## config.mk

```make
export PLATFORM = sky130hd
export DESIGN_NAME = key_entry_fsm
export DESIGN_NICKNAME = d
export VERILOG_FILES = /design/src/rtl/key_entry_fsm.sv
export SDC_FILE = /design/constraint.sdc
export NUM_CORES = 1
export LEC_CHECK = 0
export CAP_MARGIN = 20
export CORE_AREA = 2 2 82 84
export DETAILED_ROUTE_END_ITERATION = 6
export DIE_AREA = 0 0 84 86
export PLACE_DENSITY = 0.84
export SLEW_MARGIN = 40
export SYNTH_ARGS = -nofsm -noshare
export SYNTH_HDL_FRONTEND = slang
export SYNTH_SLANG_ARGS = --single-unit
```

## constraint.sdc

```tcl
create_clock -name CLK -period 3.1 [get_ports CLK]
set_input_delay 0.775 -clock CLK [delete_from_list [all_inputs] [get_ports CLK]]
set_output_delay 0.775 -clock CLK [all_outputs]
set_load 0.01 [all_outputs]
```

## src/rtl/key_entry_fsm.sv

```systemverilog
// Keypad front end for the BCD calculator: input sync, press detection, operand/operator assembly
// and a valid/ready request to the ALU. Define KEYENTRY_DEBOUNCE_EN to enable the debouncer.
module key_entry_fsm #(
    parameter int unsigned DIGITS          = 4,
    parameter int unsigned DEBOUNCE_CYCLES = 50000
) (
    input  logic                  CLK,
    input  logic                  RESET,
    input  logic [3:0]            BCDKey,
    input  logic                  KeyRead,
    input  logic [4*DIGITS-1:0]   result_in,
    input  logic                  calc_ready,
    output logic                  calc_valid,
    output logic [4*DIGITS-1:0]   operand_a,
    output logic [4*DIGITS-1:0]   operand_b,
    output logic [1:0]            op_code,
    output logic [4*DIGITS-1:0]   display,
    output logic                  key_event,
    output logic [1:0]            state
);

    localparam int unsigned W  = 4 * DIGITS;
    localparam int unsigned CW = $clog2(DIGITS + 1);

    typedef enum logic [1:0] {
        ENTER_A = 2'd0,
        ENTER_B = 2'd1,
        REQUEST = 2'd2,
        DONE    = 2'd3
    } state_t;

    // ------------------------------------------------------------------
    // Two-flop synchronisers
    // ------------------------------------------------------------------
    logic [3:0] code_meta_q, code_s_q;
    logic       key_meta_q, key_s_q;

    always_ff @(posedge CLK or posedge RESET) begin
        if (RESET) begin
            code_meta_q <= '0;
            code_s_q    <= '0;
            key_meta_q  <= 1'b0;
            key_s_q     <= 1'b0;
        end else begin
            code_meta_q <= BCDKey;
            code_s_q    <= code_meta_q;
            key_meta_q  <= KeyRead;
            key_s_q     <= key_meta_q;
        end
    end

    // ------------------------------------------------------------------
    // Press detection
    // ------------------------------------------------------------------
    logic       key_event_q, key_event_d;
    logic [3:0] code_q, code_d;

`ifdef KEYENTRY_DEBOUNCE_EN
    localparam int unsigned DBW = $clog2(DEBOUNCE_CYCLES + 1);

    logic [DBW-1:0] db_cnt_q, db_cnt_d;
    logic           latched_q, latched_d;
    logic [3:0]     code_prev_q;

    // One counter serves both phases: stable-press while unlatched, stable-release while latched.
    always_comb begin
        db_cnt_d    = db_cnt_q;
        latched_d   = latched_q;
        key_event_d = 1'b0;
        code_d      = code_q;
        if (!latched_q) begin
            if (key_s_q && (code_s_q == code_prev_q)) begin
                if (db_cnt_q == DBW'(DEBOUNCE_CYCLES - 1)) begin
                    key_event_d = 1'b1;
                    code_d      = code_s_q;
                    latched_d   = 1'b1;
                    db_cnt_d    = '0;
                end else begin
                    db_cnt_d = db_cnt_q + DBW'(1);
                end
            end else begin
                db_cnt_d = '0;
            end
        end else begin
            if (!key_s_q) begin
                if (db_cnt_q == DBW'(DEBOUNCE_CYCLES - 1)) begin
                    latched_d = 1'b0;
                    db_cnt_d  = '0;
                end else begin
                    db_cnt_d = db_cnt_q + DBW'(1);
                end
            end else begin
                db_cnt_d = '0;
            end
        end
    end

    always_ff @(posedge CLK or posedge RESET) begin
        if (RESET) begin
            db_cnt_q    <= '0;
            latched_q   <= 1'b0;
            code_prev_q <= '0;
        end else begin
            db_cnt_q    <= db_cnt_d;
            latched_q   <= latched_d;
            code_prev_q <= code_s_q;
        end
    end
`else
    logic key_prev_q;

    always_comb begin
        key_event_d = key_s_q & ~key_prev_q;
        code_d      = key_event_d ? code_s_q : code_q;
    end

    always_ff @(posedge CLK or posedge RESET) begin
        if (RESET) key_prev_q <= 1'b0;
        else       key_prev_q <= key_s_q;
    end
`endif

    always_ff @(posedge CLK or posedge RESET) begin
        if (RESET) begin
            key_event_q <= 1'b0;
            code_q      <= '0;
        end else begin
            key_event_q <= key_event_d;
            code_q      <= code_d;
        end
    end

    // ------------------------------------------------------------------
    // Entry state machine
    // ------------------------------------------------------------------
    state_t          state_q, state_d;
    logic [W-1:0]    a_q, a_d, b_q, b_d;
    logic [CW-1:0]   cnt_a_q, cnt_a_d, cnt_b_q, cnt_b_d;
    logic [1:0]      op_q, op_d;
    logic            valid_q, valid_d;

    logic is_digit, is_eq, is_clr, is_op;
    logic [W-1:0] digit_ext;

    always_comb begin
        is_digit  = key_event_q && (code_q < 4'd10);
        is_eq     = key_event_q && (code_q == 4'd10);
        is_clr    = key_event_q && (code_q == 4'd11);
        is_op     = key_event_q && (code_q >= 4'd12);
        digit_ext = {{(W-4){1'b0}}, code_q};
    end

    always_comb begin
        state_d = state_q;
        a_d     = a_q;
        b_d     = b_q;
        cnt_a_d = cnt_a_q;
        cnt_b_d = cnt_b_q;
        op_d    = op_q;
        valid_d = valid_q;
        if (is_clr) begin
            state_d = ENTER_A;
            a_d     = '0;
            b_d     = '0;
            cnt_a_d = '0;
            cnt_b_d = '0;
            op_d    = '0;
            valid_d = 1'b0;
        end else begin
            unique case (state_q)
                ENTER_A: begin
                    if (is_digit && (cnt_a_q < CW'(DIGITS))) begin
                        a_d     = {a_q[W-5:0], code_q};
                        cnt_a_d = cnt_a_q + CW'(1);
                    end else if (is_op) begin
                        op_d    = code_q[1:0];
                        b_d     = '0;
                        cnt_b_d = '0;
                        state_d = ENTER_B;
                    end
                end
                ENTER_B: begin
                    if (is_digit && (cnt_b_q < CW'(DIGITS))) begin
                        b_d     = {b_q[W-5:0], code_q};
                        cnt_b_d = cnt_b_q + CW'(1);
                    end else if (is_op && (cnt_b_q == '0)) begin
                        op_d = code_q[1:0];
                    end else if (is_eq) begin
                        valid_d = 1'b1;
                        state_d = REQUEST;
                    end
                end
                REQUEST: begin
                    if (calc_ready) begin
                        a_d     = result_in;
                        cnt_a_d = CW'(DIGITS);
                        valid_d = 1'b0;
                        state_d = DONE;
                    end
                end
                DONE: begin
                    if (is_digit) begin
                        a_d     = digit_ext;
                        cnt_a_d = CW'(1);
                        state_d = ENTER_A;
                    end else if (is_op) begin
                        op_d    = code_q[1:0];
                        b_d     = '0;
                        cnt_b_d = '0;
                        state_d = ENTER_B;
                    end
                end
                default: state_d = ENTER_A;
            endcase
        end
    end

    always_ff @(posedge CLK or posedge RESET) begin
        if (RESET) begin
            state_q <= ENTER_A;
            a_q     <= '0;
            b_q     <= '0;
            cnt_a_q <= '0;
            cnt_b_q <= '0;
            op_q    <= '0;
            valid_q <= 1'b0;
        end else begin
            state_q <= state_d;
            a_q     <= a_d;
            b_q     <= b_d;
            cnt_a_q <= cnt_a_d;
            cnt_b_q <= cnt_b_d;
            op_q    <= op_d;
            valid_q <= valid_d;
        end
    end

    always_comb begin
        unique case (state_q)
            ENTER_B: display = (cnt_b_q != '0) ? b_q : a_q;
            REQUEST: display = b_q;
            default: display = a_q;
        endcase
    end

    assign calc_valid = valid_q;
    assign operand_a  = a_q;
    assign operand_b  = b_q;
    assign op_code    = op_q;
    assign key_event  = key_event_q;
    assign state      = state_q;

endmodule

```

After elaboration in Yosys (flattened, before gate mapping)
Index checks and enable logic that the tools add are counted.
W data, S select, Z words.
Storage, ports and cells
  word-level logic and storage cells: 101
  input bits: 24
  output and inout port bits: 54
  register bits: 59
Cells by class
  reductions and logical operators: 18
  multiplexer cells: 46
  bitwise gates (word level): 2
  eq/ne operators: 15
  order comparisons: 4
  add/subtract/negate cells: 2
Operator list (count)
  $mux W16: 10
  $pmux W16 S3: 2
  $pmux W16 S2: 1
  $ne A3 B3 Y1 const B: 10
  $mux W2: 14
  $mux W3: 9
  $pmux W3 S3: 2
  $reduce_and A5 Y1: 3
  $eq A4 B4 Y1 const B: 2
  $pmux W2 S4: 1
  $reduce_and A4 Y1: 2
  $reduce_bool A4 Y1: 2
  $logic_and A1 B1 Y1: 7
  $add A3 B1 Y3 const B: 2
  $lt A3 B3 Y1 const B: 2
  $pmux W2 S3: 1
  $reduce_bool A3 Y1: 2
  $mux W1: 5
  $eq A2 B2 Y1 const B: 2
  $ge A4 B4 Y1 const B: 1
  $lt A4 B4 Y1 const B: 1
  $logic_not A3 Y1: 1
  $eq A2 B1 Y1 const B: 1
  $logic_not A2 Y1: 1
  other kinds (3): 3

Longest topological paths before layout
  depth after elaboration: 7
  gate-level depth with buffers: 9
  gate-level depth less buffers: 7

Worst setup path after synthesis
OpenSTA, ideal clock, no wires.
  path kind: reg2out
  start: register state_q[1], in the netlist state[1]
  end: output display[10]
  data required time: 2.325 ns
  stages on the path, launching flop included: 8
  arrival: 1.843 ns
  slack: 0.482 ns
  path buffers: 2
  path through: dfrtp_1 -> inv_1 -> ha_1 -> clkbuf_1 -> nand3_1 -> nand2_1 -> clkbuf_1 -> a22o_1
On the way
  longest elaborated chain between the ends: 2
  elaborated cells on any way between the ends: 3
  classes of those cells: eq/ne: 2; mux: 1
Ends and longest elaborated chain
  from (decl): line 136  | state_t state_q, state_d;
  from (signal assigned): line 228  | state_q <= state_d;
  $eq A2 B2 Y1 or $eq A2 B1 Y1 (tied branches): line 239  | unique case (state_q)
  $pmux W16 S2 *: line 239
  to (decl): line 17  | output logic [4*DIGITS-1:0] display,
Mark *: on every way between the ends. The rest lies on a longest branch, timed or not.

Worst setup path after layout
  start: register state_q[1], in the netlist state[1]
  end: output display[0]
Same word-level chain as after synthesis.

==> run metrics <==
status finished, final reports clean; Min-Delay Path Class reg -> reg; clk_lat worst skew 0.33 ns; fmax 335.8 MHz; worst clock skew 0.004683 ns; Starting Density 46.76%; FF/Latch Area 0.001479 sq mm; Core ar. 0.006277 sq mm; first-pass iteration count of the detailed router 4; PortBufs 77; power per cell area 881.5 mW/mm^2; GPL Wtd Cong 0.9171; crit-path cells buf_4 -> ha_1 -> a21oi_2 -> nor2b_4 -> clkbuf_4 -> a22o_1 -> clkdlybuf4s50_1; die area 0.007224 sq mm; Fill cells 493; Total GRT Usage 21.36%; Syn Nets 291; Compound-Gate Fraction of Synth Area 26.51%; sequential share of power 33.8%; Critical R2R Capture cnt_b_q[0]; Synth Flop Type dfrtp_1; Final Critical Period 2.978 ns; synth top area cells dfrtp_1 (50%), a22o_1 (9.5%), a211oi_2 (5.5%), ha_1 (3.0%), a21oi_1 (2.7%); critical path's largest stage delay 0.48 ns; combinational group share of total power 47.9%; Arr. time, crit path 2.20 ns; vias in the first global route 2352; library cells used by synthesis 40; Hold Worst Slack 0.3521 ns; row cnt 29; critical path peak fanout 8; clk slew on worst S/H paths 0.06 ns; DR iter-0 viols 126; Sw Share 34.73%; worst path bufs/invs 3; Synth top area share 50.30%; Worst Hold Launch code_meta_q[3]; # H-tree levels 3; post-synthesis mux area share 4.007%; area of the multi-input gates 0.001355 sq mm; Worst Hold Path EP code_s_q[3]; Avg WL per Cell 17.34 um; Max-Cap Viols 0; total power draw 3.570 mW; slew margin rel. 50.01%; final hold violations 0; most frequent cells after synthesis dfrtp_1 (59), a22o_1 (32), nor2_1 (21), a21oi_1 (16); R2R Setup Slk 0.66 ns; max-slew violations 0; Levels on crit path 7; die width 84 um; adder-cell area share of the yosys netlist 2.984%; post-DP HPWL 5149 um; Antenna Cells 0; biggest area consumer among synthesized cells dfrtp_1; maximum VDD drop 0.5160 mV; gr ovfl total 0; Area Overhead vs Synth 37.98%; CP required 2.32 ns; net switching power 1.240 mW; Post-synth EDFFs 0; die height 86 um; fin crit share 96.07%; Final #Nets 371; TritonCTS buffer count 9; Worst path slowest cell clkdlybuf4s50_1; Crit path max-delay family buffers and inverters; Synth Register Bits 59; total negative slack 0 ns; CTS tree yes; Yosys warnings 0; I/O pins 78; Reg2Reg Launch Point state[1]; hold depth 0; Worst setup EP type output port; number of hold buffers added after cts 0; Clock Path Buffers 2; # DRC 0; first-pass GRT wire length 11790 um; Routed WL 7318 um; startpoint types flip-flop; largest family of logic cells by synthesized area compound AO/OA/AOI/OAI gates; Async SR Flop Fraction 100.0%; reg2reg path depth 6; setup violators final 0; initial antenna violation count 0; WS Path Type reg -> out; sequential fraction of the synthesis area 50.30%; Clock power frac 18.3%; Synth Area in Simple Gates 11.17%; Avg Inst Size Synth 11.29 sq um; CTS sink cnt 59; Pleak 1.700 nW; largest net degree at the start of global routing 38; routed vias/inst 5.848; Synth Cell Area 0.002935 sq mm; P_int 2.330 mW; Worst-Margin Slew 0.7497 ns; CTS Root Cell clkbuf_8; top-count cell post-synth dfrtp_1; via count 2468; RSZ-0062 raised after global routing false; Synth Instances 260; ANT nets after route 0; share of cells above drive strength 1 17.97%; XOR/XNOR Fraction of Synth Area 0%
==> worst reg2reg max path, stage by stage, from the launching register on <==
cell	delay, ns
dfrtp_2	0.44
buf_4	0.15
ha_1	0.38
nor3_1	0.39
a2111oi_4	0.11
o21ai_2	0.63
mux2_2	0.28
==> through the flow <==
step | std cells | utilization (%) | area [sq um] | setup WS (ns)
global placement | 399 | 59.94 | 3762 | 0.2366
finish | 422 | 64.52 | 4050 | 0.1218
floorplan | 260 | - | 2935 | 0.4819
CTS | 415 | 63.09 | 3960 | 0.04707
global route | 422 | 64.52 | 4050 | 0.04230
detailed placement | 399 | 59.94 | 3762 | 0.1453
==> registers in the layout (all words and copies together), names as in the netlist <==
name         cells
code_s_q         4
op_code          2
cnt_a_q          3
operand_a       16
code_meta_q      4
operand_b       16
key_event        1
key_meta_q       1
calc_valid       1
key_prev_q       1
state            2
cnt_b_q          3
key_s_q          1
code_q           4
==> cell type report <==
type | count | area share, %
tap | 77 | 2.379
timing repair buffer | 90 | 22.15
inverter | 10 | 0.9268
clock inverter | 5 | 1.328
sequential | 59 | 36.52
clock buffer | 11 | 3.244
multi-input combinational | 170 | 33.46
==> how the worst max path moves through the flow <==
stage	slack (ns)	from	end
floorplan	0.48	state[1]	display[10]
global placement	0.24	state[1]	display[2]
detailed placement	0.15	state[1]	display[13]
CTS	0.05	state[0]	display[13]
global route	0.04	state[0]	display[2]
finish	0.12	state[1]	display[0]
==> cells by family (layout without fill, tap and decap cells) <==
family	after synthesis	in the layout
and+or+nand+nor	63	63
buffers and inverters	31	116
adders and majority gates	7	7
AOI/OAI and AO/OA	89	89
muxes	11	11
DFF	59	59
==> power groups by stage <==
| stage | logic [mW] | registers, mW | clock network [mW] |
|---|---|---|---|
| floorplan | 0.879 | 1.20 | 0 |
| global placement | 1.61 | 1.21 | 0 |
| detailed placement | 1.65 | 1.22 | 0 |
| CTS | 1.66 | 1.21 | 0.674 |
| global route | 1.85 | 1.23 | 0.717 |
| finish | 1.71 | 1.21 | 0.653 |
==> per-layer routing <==
metal	vias to the layer above	share of wire (%)	track usage [%]
li1	1126	-	-
met1	1202	42	26.49
met2	117	49	34.69
met3	23	6.5	5.294
met4	0	3.0	11.44
met5	-	0	0
==> placed cells by master, fill, tap and decap left out, drive strengths merged, types with 8 or more instances in the layout <==
master | netlist | routed
a211oi | 18 | 18
a21oi | 16 | 16
a22o | 32 | 32
a22oi | 9 | 9
buf | 8 | 12
clkbuf | 13 | 12
clkdlybuf4s50 | 0 | 77
dfrtp | 59 | 59
inv | 10 | 10
nand2 | 9 | 9
nor2 | 21 | 21
nor3b | 8 | 8
==> what timing repair did <==
action,in CTS,in global routing
cloned,0,1
buffers inserted,0,6
gates resized for setup,5,9
endpoints found under the setup margin,16,16
Power figures use the tool's default switching activity.
